`src/rtl/tinyriscv_pkg.sv`:
```
// Shared types for the APB arbiter and related bus logic.
//   apb_state_e  : APB transfer phase (IDLE / SETUP / ACCESS)
//   ApbProtWidth : width of the APB4 pprot field
package tinyriscv_pkg;

  localparam int unsigned ApbProtWidth = 3;

  typedef enum logic [1:0] {
    IDLE   = 2'd0,
    SETUP  = 2'd1,
    ACCESS = 2'd2
  } apb_state_e;

endpackage

```
`src/rtl/rr_arb.sv`:
```
// Round-robin priority picker: the first requester above i_last (with wrap) wins.
//   i_req  : request vector, one bit per requester
//   i_last : index of the most recently served requester
//   o_gnt  : one-hot grant (all zero when nobody requests)
//   o_idx  : index of the granted requester (0 when nobody requests)
module rr_arb #(
  parameter  int unsigned N    = 2,
  localparam int unsigned IdxW = (N > 1) ? $clog2(N) : 1
) (
  input  logic [N-1:0]    i_req,
  input  logic [IdxW-1:0] i_last,
  output logic [N-1:0]    o_gnt,
  output logic [IdxW-1:0] o_idx
);

  logic        w_found;
  int unsigned w_cand;

  // Scan from last+1 upward with wrap; last itself is checked last.
  always_comb begin
    w_found = 1'b0;
    w_cand  = 0;
    o_idx   = '0;
    for (int unsigned k = 1; k <= N; k++) begin
      w_cand = (32'(i_last) + k) % N;
      if (!w_found && i_req[IdxW'(w_cand)]) begin
        w_found = 1'b1;
        o_idx   = IdxW'(w_cand);
      end
    end
    o_gnt = w_found ? (N'(1) << o_idx) : '0;
  end

endmodule

```
`src/rtl/apb_arbiter.sv`:
```
// Shares one APB4 slave bus between NumMst APB4 masters, round-robin,
// one transfer at a time with the grant held for the whole transfer.
//   clk_i, rst_ni             : clock, async active-low reset
//   m_psel_i .. m_pprot_i     : per-master APB4 request/payload
//   m_prdata_o                : read data broadcast, nonzero only on completion
//   m_pready_o, m_pslverr_o   : per-master completion/error, granted bit only
//   s_psel_o .. s_pprot_o     : shared slave-side request/payload
//   s_prdata_i, s_pready_i,
//   s_pslverr_i               : slave response
module apb_arbiter
  import tinyriscv_pkg::*;
#(
  parameter int unsigned NumMst    = 2,
  parameter int unsigned AddrWidth = 32,
  parameter int unsigned DataWidth = 32
) (
  input  logic                                      clk_i,
  input  logic                                      rst_ni,
  input  logic [NumMst-1:0]                         m_psel_i,
  input  logic [NumMst-1:0]                         m_penable_i,
  input  logic [NumMst-1:0]                         m_pwrite_i,
  input  logic [NumMst-1:0][AddrWidth-1:0]          m_paddr_i,
  input  logic [NumMst-1:0][DataWidth-1:0]          m_pwdata_i,
  input  logic [NumMst-1:0][DataWidth/8-1:0]        m_pstrb_i,
  input  logic [NumMst-1:0][ApbProtWidth-1:0]       m_pprot_i,
  output logic [DataWidth-1:0]                      m_prdata_o,
  output logic [NumMst-1:0]                         m_pready_o,
  output logic [NumMst-1:0]                         m_pslverr_o,
  output logic                                      s_psel_o,
  output logic                                      s_penable_o,
  output logic                                      s_pwrite_o,
  output logic [AddrWidth-1:0]                      s_paddr_o,
  output logic [DataWidth-1:0]                      s_pwdata_o,
  output logic [DataWidth/8-1:0]                    s_pstrb_o,
  output logic [ApbProtWidth-1:0]                   s_pprot_o,
  input  logic [DataWidth-1:0]                      s_prdata_i,
  input  logic                                      s_pready_i,
  input  logic                                      s_pslverr_i
);

  localparam int unsigned IdxW = (NumMst > 1) ? $clog2(NumMst) : 1;

  apb_state_e        r_state;
  apb_state_e        w_state_nxt;
  logic [IdxW-1:0]   r_gnt;
  logic [IdxW-1:0]   r_last;
  logic [IdxW-1:0]   w_rr_idx;
  logic [NumMst-1:0] w_rr_gnt;
  logic [NumMst-1:0] w_gnt_oh;
  logic              w_gnt_load;
  logic              w_last_load;
  logic              w_done;
  logic              w_unused;

  // penable is implied by the arbiter's own phase tracking; the one-hot grant is spare.
  assign w_unused = ^{m_penable_i, w_rr_gnt};

  rr_arb #(.N(NumMst)) u_rr_arb (
    .i_req  (m_psel_i),
    .i_last (r_last),
    .o_gnt  (w_rr_gnt),
    .o_idx  (w_rr_idx)
  );

  // State, grant and round-robin history registers.
  always_ff @(posedge clk_i or negedge rst_ni) begin
    if (!rst_ni) begin
      r_state <= IDLE;
      r_gnt   <= '0;
      r_last  <= IdxW'(NumMst - 1);
    end else begin
      r_state <= w_state_nxt;
      if (w_gnt_load)  r_gnt  <= w_rr_idx;
      if (w_last_load) r_last <= r_gnt;
    end
  end

  // Next-state and slave phase control.
  always_comb begin
    w_state_nxt = r_state;
    w_gnt_load  = 1'b0;
    w_last_load = 1'b0;
    w_done      = 1'b0;
    s_psel_o    = 1'b0;
    s_penable_o = 1'b0;
    case (r_state)
      IDLE: begin
        if (|m_psel_i) begin
          w_gnt_load  = 1'b1;
          w_state_nxt = SETUP;
        end
      end
      SETUP: begin
        s_psel_o    = 1'b1;
        w_state_nxt = ACCESS;
      end
      ACCESS: begin
        s_psel_o    = 1'b1;
        s_penable_o = 1'b1;
        if (s_pready_i) begin
          w_done      = 1'b1;
          w_last_load = 1'b1;
          w_state_nxt = IDLE;
        end
      end
      default: w_state_nxt = IDLE;
    endcase
  end

  assign w_gnt_oh = NumMst'(1) << r_gnt;

  // Payload mux from the granted master (masters hold it stable while selected)
  // and completion routing back to that master only.
  always_comb begin
    s_pwrite_o  = 1'b0;
    s_paddr_o   = '0;
    s_pwdata_o  = '0;
    s_pstrb_o   = '0;
    s_pprot_o   = '0;
    m_prdata_o  = '0;
    m_pready_o  = '0;
    m_pslverr_o = '0;
    if (r_state != IDLE) begin
      s_pwrite_o = m_pwrite_i[r_gnt];
      s_paddr_o  = m_paddr_i[r_gnt];
      s_pwdata_o = m_pwdata_i[r_gnt];
      s_pstrb_o  = m_pstrb_i[r_gnt];
      s_pprot_o  = m_pprot_i[r_gnt];
    end
    if (w_done) begin
      m_prdata_o  = s_prdata_i;
      m_pready_o  = w_gnt_oh;
      m_pslverr_o = s_pslverr_i ? w_gnt_oh : '0;
    end
  end

endmodule

```
`config.mk`:
```
export PLATFORM = sky130hd
export DESIGN_NAME = apb_arbiter
export DESIGN_NICKNAME = d
export VERILOG_FILES = /design/src/rtl/tinyriscv_pkg.sv /design/src/rtl/rr_arb.sv /design/src/rtl/apb_arbiter.sv
export SDC_FILE = /design/constraint.sdc
export NUM_CORES = 1
export LEC_CHECK = 0
export ABC_AREA = 1
export CAP_MARGIN = 20
export CORE_AREA = 3 3 112 114
export CTS_BUF_LIST = sky130_fd_sc_hd__clkbuf_16
export DETAILED_ROUTE_END_ITERATION = 7
export DIE_AREA = 0 0 115 117
export PLACE_DENSITY = 0.7
export SLEW_MARGIN = 30
export SYNTH_ARGS = -nofsm -noshare
export SYNTH_HDL_FRONTEND = slang
export SYNTH_SLANG_ARGS = --single-unit
```
`constraint.sdc`:
```
create_clock -name clk_i -period 1.64 [get_ports clk_i]
set_input_delay 0.328 -clock clk_i [delete_from_list [all_inputs] [get_ports clk_i]]
set_output_delay 0.328 -clock clk_i [all_outputs]
set_load 0.02 [all_outputs]
```
==> summary by stage, run 1 <==
Power and ir drop
The switching power total is 0.00551 W. In this run the static leakage power is 2.80 nW. Of the total power, registers draw 1.9%. The switching part of the total is 48.3%. Combinational logic is responsible for 94.7% of the overall power.

Cell internal power was estimated by the tool at 0.00590 W. The power density normalized to cell area is 1780 nW/um2. Overall power consumption after layout is estimated at 0.0114 W. The clock network is responsible for 3.4% of the overall power.

The worst-case IR drop observed on VDD is 0.929 mV.

Cells and area
The share of post-route cells with drive strength above 1 is 53.3%. The repair_antennas step left the layout with diodes totalling 0. The total area of multi-input combinational cells is 1890 um2.

In the layout the commonest cells are clkdlybuf4s50_1, nor2_2, buf_4. Fill cells in the final layout number 1,028. The final layout contains 867 nets. Registers take 105 um2. The most common library cell in the layout ignoring fill and taps is clkdlybuf4s50_1.

The area added between synthesis and finish is 242%. After the flow finishes, the layout carries non-filler instances totaling 822. The finished cells cover 6390 um2.

Critical path
At the worst endpoint, the arrival time is 1.53 ns. In this run the critical register-to-register path is launched from r_state[1]. STA puts the critical path data required time at 1.31 ns. The end of the worst register-to-register path is r_state[0].

STA classifies the critical path startpoint as a register. The worst setup path is captured at a primary output. The register-to-register setup slack is 0.17 ns.

The worst register-to-register path has a depth of 9. In this run the worst setup path begins at r_gnt. The critical path in this run is classified as reg2out. The largest fanout of any net on the critical path is 7.

CTS
TritonCTS built the clock tree. The latest clock arrival within the worst-skew pair is 0.23 ns. After clock tree synthesis, the flow added hold-fix buffers numbering 0. The tree is rooted in a clkbuf_16. For this design, the sink count on the clock tree is 4.

Clock tree synthesis inserted a total of 3 buffers. No sink is reached through more buffers than the 2 on the longest clock path. In this run the number of H-tree levels came out at 1. Clock-pin slew was measured on the worst setup and hold paths at 0.03 ns.

Synth
The area fraction in and, or, nand and nor cells after synthesis is 50.3%. The cell count after synthesis came out at 341. The number of different library cells used by synthesis comes to 18. The complex-gate fraction of the synthesized area is 19.6%. Multiplexer cells account for 0% of the synthesized area. When the netlist entered floorplanning its net count stood at 528. Sequential cells were found to cover 5.43% of the synthesized design area. The Yosys warning count is 0. The share of synthesized cell area in full adder, half adder and majority cells is 2.01%. The area share of the largest cell type after synthesis is 23.4%. The mapped netlist covers 1870 um2. By area, the combinational part of the netlist is dominated by simple AND/OR/NAND/NOR gates. The number of register bits inferred by synthesis is 4. The synthesized netlist devotes 0% of its cell area to XOR and XNOR gates. The library cell with the largest summed area after synthesis is nor2_2. Yosys attributes the largest share of cell area to nor2_2, nor2_1, o21ai_0, buf_12, o21ai_1.

After synthesis, the mean cell area works out to 5.48 um2.

Global routing
Global routing used 16.9% of the available tracks across all layers. The pin count of the biggest net entering global routing is 27. The initial antenna violation count is 0. The first global-routing pass estimated 18.1 mm of wire.

The total congestion overflow is 0. The number of global-route vias before repair was 3,567.

STA
The setup-violating endpoint count in the final report is 109. Clock skew on the completed layout was measured at 0.00253 ns. The worst path in the final design needs a cycle of 1.86 ns, including I/O delays and setup. The max-slew violation count was 0. The headroom to the max-slew limit is 84.9%. For this run, the top clock speed supported by timing is 0.538 GHz. At the pin with the least slew margin, the transition time is 0.226 ns. The final hold violation count was 0. The setup slack after layout is -0.218 ns. The final cycle utilization of the critical path is 113%. Setup repair after global routing could not meet its margin everywhere. The worst hold slack is 0.324 ns.

Route
The via count of the routed design is 3,533. In the routed layout, each cell is associated on average with a via count of 4.30. The count of routing violations after the opening detailed-route iteration is 94.

The first-pass iteration count of the detailed router is 4. The number of nets with antenna violations after detailed routing is 0. After detailed routing, the average wire length per cell comes to 15.9 um.

The post-detailed-route DRC marker count is 0. The post-detailed-routing wire length is 13.0 mm.

Die
For this configuration, the core starts out at a cell density of 16.2%. Measured along the x axis, the die boundary spans 115 um. The row count is 39. The die covers 13,500 um2. From bottom edge to top edge, the die measures 117 um. 294 I/O pins were placed. The total core area is 11,500 um2.

Run status
The checks that failed: negative setup slack. The flow ran to the end, but the final reports show violations.

Placed design
The estimated wirelength of the detail-placed design is 8.84 mm. The port buffer count is 291. The cell area after placement is 5100 um2. The worst slack after detailed placement is -0.550 ns. The post-placement cell count is 779. The weighted congestion reported at the end of routability-driven placement is 0.788.

Run
The number of max-cap violations is 0.

Hold path
The kind of path behind the tightest hold check is in2async.
[per-layer routing]
metal,wire (um),share of wire (%),global-route usage (%)
met3,1280,9.8,4.78
met4,209,1.6,5.40
met5,0,0,0
met1,4440,34,17.9
met2,7110,55,32.3
[Yosys cell counts (all sizes together)]
| master | count |
|---|---|
| o21ai | 73 |
| nor3 | 1 |
| nand3 | 2 |
| dfstp | 1 |
| nor2 | 180 |
| dfrtp | 3 |
| ha | 3 |
| inv | 40 |
| buf | 25 |
| nand2 | 13 |
[repair_timing]
action | 4_1_cts | 5_1_grt
setup buffers | 14 | 6
gates resized for setup | 706 | 83
cloned | 15 | 6
endpoints found under the setup margin | 110 | 109
pin swaps | 19 | 33
[cell families after synthesis]
logic type                 after synthesis
AOI/OAI and AO/OA                       73
DFF                                      4
adders and majority gates                3
buffers and inverters                   65
and+or+nand+nor                        196
[state kept, by name (all words and copies together) (netlist names)]
register,flops
r_gnt,1
r_last,1
r_state,2
[worst max-delay path: stages (launching register included)]
cell,delay [ns]
dfrtp_4,0.51
buf_12,0.18
buf_12,0.14
buf_16,0.13
o21ai_4,0.14
nor2_1,0.05
buf_4,0.15
[through the flow]
step	utilization (%)	TNS, ns
after floorplan	-	-0.211
after global placement	44.3	-47.22
after detailed placement	44.3	-49.89
after CTS	51.6	-16.45
after global routing	55.5	-22.78
final	55.5	-17.50
[how the worst max path moves through the flow]
stage	to	slack, ns	cells after the start
4_1_cts	s_pwdata_o[30]	-0.25	9
2_1_floorplan	m_prdata_o[10]	-0.007	5
5_1_grt	s_pwdata_o[30]	-0.26	6
3_3_place_gp	m_pslverr_o[0]	-0.54	5
6_report	s_pwdata_o[30]	-0.22	6
3_5_place_dp	m_pslverr_o[0]	-0.55	5
[final cells by class]
type | instances | area share, %
Timing Repair inverter | 1 | 0.313
Tap cell | 143 | 2.80
Clock inverter | 1 | 0.0587
Timing Repair Buffer | 358 | 61.6
Inverter | 40 | 2.88
Sequential cell | 4 | 1.64
Clock buffer | 3 | 1.17
Multi-Input combinational cell | 272 | 29.5
[power groups by stage]
stage	clock, W	sequential [W]	combinational (W)
after CTS	0.000398	0.000209	0.00989
after global routing	0.000403	0.000217	0.0115
final	0.000388	0.000212	0.0108
after global placement	0	0.000235	0.00753
after detailed placement	0	0.000237	0.00762
after floorplan	0	0.000182	0.00424
No activity file was read; power rests on OpenSTA's default activity.
==> run 2: changes to the inputs <==
- ABC_AREA: 1 -> 0
- PLACE_DENSITY: 0.7 -> 0.67
==> summary by stage, run 2 <==
Synth
The post-synthesis cell count came to 223 (was 341). Synth area leaders: mux2i_1, nor2_1, and3_1, buf_8, dfrtp_1 (was nor2_2, nor2_1, o21ai_0, buf_12, o21ai_1). The number of nets produced by synthesis is 410 (was 528). The area share of the largest cell type after synthesis was 44.6% (was 23.4%).

The most frequently used cell type in the post-synthesis netlist is nor2_1 (unchanged). The synthesized area per cell was 7.24 um2 (was 5.48 um2). The post-synthesis instance area is 1620 um2 (was 1870 um2).

The number of flops mapped to enable cells by yosys is 0 (unchanged). The library cell with the largest summed area after synthesis was mux2i_1 (was nor2_2). The dominant register cell in the synthesized netlist is dfrtp_1 (unchanged). The part of the Yosys area used for sequential elements is 6.27% (was 5.43%). The proportion of synthesized flip-flops having asynchronous set or reset was 100% (unchanged).

The Yosys warning count is 0 (unchanged). Synth top cells by count: nor2_1, mux2i_1, and3_1, clkbuf_1 (was nor2_1, nor2_2, o21ai_0, inv_1, o21ai_1). The number of distinct library cells after synthesis was 20 (was 18). The number of register bits inferred by synthesis is 4 (unchanged).

Placed design
The worst slack after detailed placement is -0.592 ns (was -0.550 ns). The weighted congestion reported at the end of routability-driven placement was 0.750 (was 0.788). The port buffer count is 291 (unchanged). The estimated wirelength of the detail-placed design is 8.17 mm (was 8.84 mm).

Cells and area
The largest register by flop count was r_state (unchanged). The flip-flop count of the largest register after layout came to 2 (unchanged). The area added between synthesis and finish is 260% (was 242%). The antenna diode instance count is 0 (unchanged). Commonest cells after routing, fill and taps aside: clkdlybuf4s50_1, buf_6, buf_4 (was clkdlybuf4s50_1, nor2_2, buf_4). The filler cell count is 1,052 (was 1,028).

The final net count is 750 (was 867). The share of post-route cells with drive strength above 1 came to 44.8% (was 53.3%). The most common library cell in the layout ignoring fill and taps is clkdlybuf4s50_1 (unchanged). Largest registers ranked by flip-flop count: r_state x2, r_gnt x1, r_last x1 (unchanged).

CTS
The clock tree from TritonCTS was built (unchanged). The quantity of hold-fixing buffers added after cts is 0 (unchanged). The number of levels in the clock H-tree is 1 (unchanged). The root buffer cell is clkbuf_16 (unchanged). The latest clock arrival within the worst-skew pair is 0.23 ns (about the same). The total clock buffers created by CTS is 3 (unchanged). The clock-pin slew reported for the worst setup and hold paths after clock tree synthesis is 0.03 ns (about the same). The clock sink total is 4 (unchanged). The number of buffers on the longest clock path came to 2 (unchanged).

STA
The transition time of the tightest slew-check pin is 0.259 ns (was 0.226 ns). The final cycle utilization of the critical path is 116% (was 113%). Setup repair after global routing missed its margin: true (unchanged).

The setup clock skew after layout is 0.00418 ns (was 0.00253 ns). The final hold violation count is 0 (unchanged). The shortest clock period the worst path allows after layout is 1.90 ns (was 1.86 ns). The headroom to the max-slew limit is 82.4% (was 84.9%). The setup slack after layout is -0.261 ns (was -0.218 ns). The final sum of negative setup slack is -14.85 ns (was -17.50 ns).

The max-slew violation count is 0 (unchanged). The setup-violating endpoint count in the final report is 108 (was 109). The maximum clock rate came to 0.526 GHz (was 0.538 GHz).

Route
The number of nets with antenna violations after detailed routing is 0 (unchanged). The first-pass iteration count of the detailed router was 5 (was 4). The via count of the routed design is 2,982 (was 3,533).

The detailed-route wire length per cell came to 16.9 um (was 15.9 um). The vias per cell is 4.23 (was 4.30). The count of routing violations after the opening detailed-route iteration is 56 (was 94). The post-detailed-routing wire length is 11.9 mm (was 13.0 mm). The post-detailed-route DRC marker count came to 0 (unchanged).

Critical path
The kind of cell adding the most delay to the critical path was buffers and inverters (unchanged). The master of the slowest instance on the critical path was dfrtp_1 (was dfrtp_4). The largest fanout of any net on the critical path is 5 (was 7). The worst endpoint required time came to 1.31 ns (about the same).

Worst path cell trace: inv_2 > buf_12 > ha_4 > buf_6 > buf_6 > buf_6 > and3_4 > buf_6 (was buf_12 > buf_12 > buf_16 > o21ai_4 > nor2_1 > buf_4). The data arrival time of the critical path came to 1.57 ns (was 1.53 ns). The kind of start point of the critical path is a register (unchanged).

The count of buffering cells on the critical path with inverters included was 6 (was 4). The peak per-stage delay on the critical path is 0.38 ns (was 0.51 ns). The most common cell type on the critical path was buf_6 (was buf_12). The type of the worst setup path is reg2out (unchanged). The sort of element at the end of the critical path is a primary output (unchanged).

Power and ir drop
The maximum vdd ir drop is 0.877 mV (was 0.929 mV). The clock network fraction of total power came to 4.2% (was 3.4%). The part of the total power dissipated in sequential elements is 2.6% (was 1.9%). The cell-internal power is 0.00530 W (was 0.00590 W). The power density normalized to cell area is 1620 nW/um2 (was 1780 nW/um2). The switching part of the total is 43.9% (was 48.3%).

The switching power total was 0.00414 W (was 0.00551 W). The post-layout total power is 0.00944 W (was 0.0114 W). The standby leakage power is 2.70 nW (was 2.80 nW). The combinational group share of total power is 93.2% (was 94.7%).

Die
The die boundary width is 115 um (unchanged). The row count is 39 (unchanged). The overall die area is 13,500 um2 (unchanged). The total core area is 11,500 um2 (unchanged). The top-level I/O count is 294 (unchanged). The die boundary height is 117 um (unchanged).

The initial core utilization came to 14.0% (was 16.2%).

Global routing
The initial antenna violation count came to 0 (unchanged). The total congestion overflow was 0 (unchanged). The number of global-route vias before repair is 2,964 (was 3,567). The pin count of the biggest net entering global routing came to 33 (was 27). The global-route wire length before repair is 15.1 mm (was 18.1 mm). The total global-route track usage is 14.0% (was 16.9%).

Run status
Violated checks: negative setup slack (unchanged). Status: complete, but fails checks (unchanged).

Run
The number of max-cap violations is 0 (unchanged).

Hold path
The kind of path behind the tightest hold check is in2async (unchanged).
==> run 2: through the flow <==
step | instances | area, um2 | hold WS (ns) | utilization, %
floorplan | 223 | 1620 | 0.0324 | -
global placement | 652 | 4770 | 0.504 | 41.4
detailed placement | 652 | 4770 | 0.508 | 41.4
CTS | 682 | 5340 | 0.308 | 46.3
global route | 705 | 5820 | 0.320 | 50.6
finish | 705 | 5820 | 0.302 | 50.6
==> run 2: timing repair <==
item / CTS / global route
gates cloned: 8 / 6
gates resized for setup: 514 / 180
setup buffers: 18 / 22
hold endpoints to repair: 0 / 0
setup endpoints to repair: 110 / 111
pin swaps: 12 / 11
==> run 2: path summary, 6_finish.rpt <==
check,to,slack [ns],depth (start not counted),start
min in group clk_i,r_last,0.51,1,r_last
max in group asynchronous,r_last,1.10,1,rst_ni
setup reg to reg,r_state[1],0.01,8,r_state[0]
hold reg to reg,r_last,0.51,1,r_last
hold / removal,r_state[0],0.30,1,rst_ni
setup / recovery,m_prdata_o[9],-0.26,8,r_state[0]
==> run 2: cells by family after synthesis <==
kind of cell             after synthesis  share of synthesized area, %
multiplexers                          73                          45.5
AO/OA/AOI/OAI                          5                          2.40
flip-flops                             4                          6.27
adder cells (fa/ha/maj)                3                          2.32
AND/OR/NAND/NOR                      113                          32.3
buffers and inverters                 25                          11.2
==> run 2: routing by layer <==
metal	up-vias	GRT usage [%]	share of wire [%]
met2	156	28.0	54
met5	-	0	0
li1	1444	-	-
met1	1378	14.9	36
met3	4	4.01	9.5
met4	0	1.72	0.34
==> run 2: worst reg2reg max path, delay by kind of cell (launching register included) <==
| family | cells | cell delay, ns |
|---|---|---|
| simple gates | 1 | 0.13 |
| compound gates | 1 | 0.12 |
| mux | 1 | 0.31 |
| fa+ha+maj | 1 | 0.17 |
| buf+inv | 4 | 0.44 |
| flops | 1 | 0.35 |
==> run 2: final cells by class <==
| cell class | instances | area (um2) | share of cell area (%) |
|---|---|---|---|
| clock buffers | 3 | 75.1 | 1.29 |
| clock inverters | 1 | 3.75 | 0.0645 |
| inverters | 2 | 7.51 | 0.129 |
| multi-input cells | 194 | 1670 | 28.6 |
| flip-flops and latches | 4 | 105 | 1.81 |
| well taps | 143 | 179 | 3.07 |
| repair buffers | 358 | 3780 | 65.0 |
==> run 2: power groups by stage <==
stage / sequential (W) / combinational [W] / clock [W]
floorplan: 0.000175 / 0.00355 / 0
global placement: 0.000218 / 0.00641 / 0
detailed placement: 0.000215 / 0.00644 / 0
CTS: 0.000217 / 0.00748 / 0.000405
global route: 0.000249 / 0.00931 / 0.000415
finish: 0.000242 / 0.00880 / 0.000396
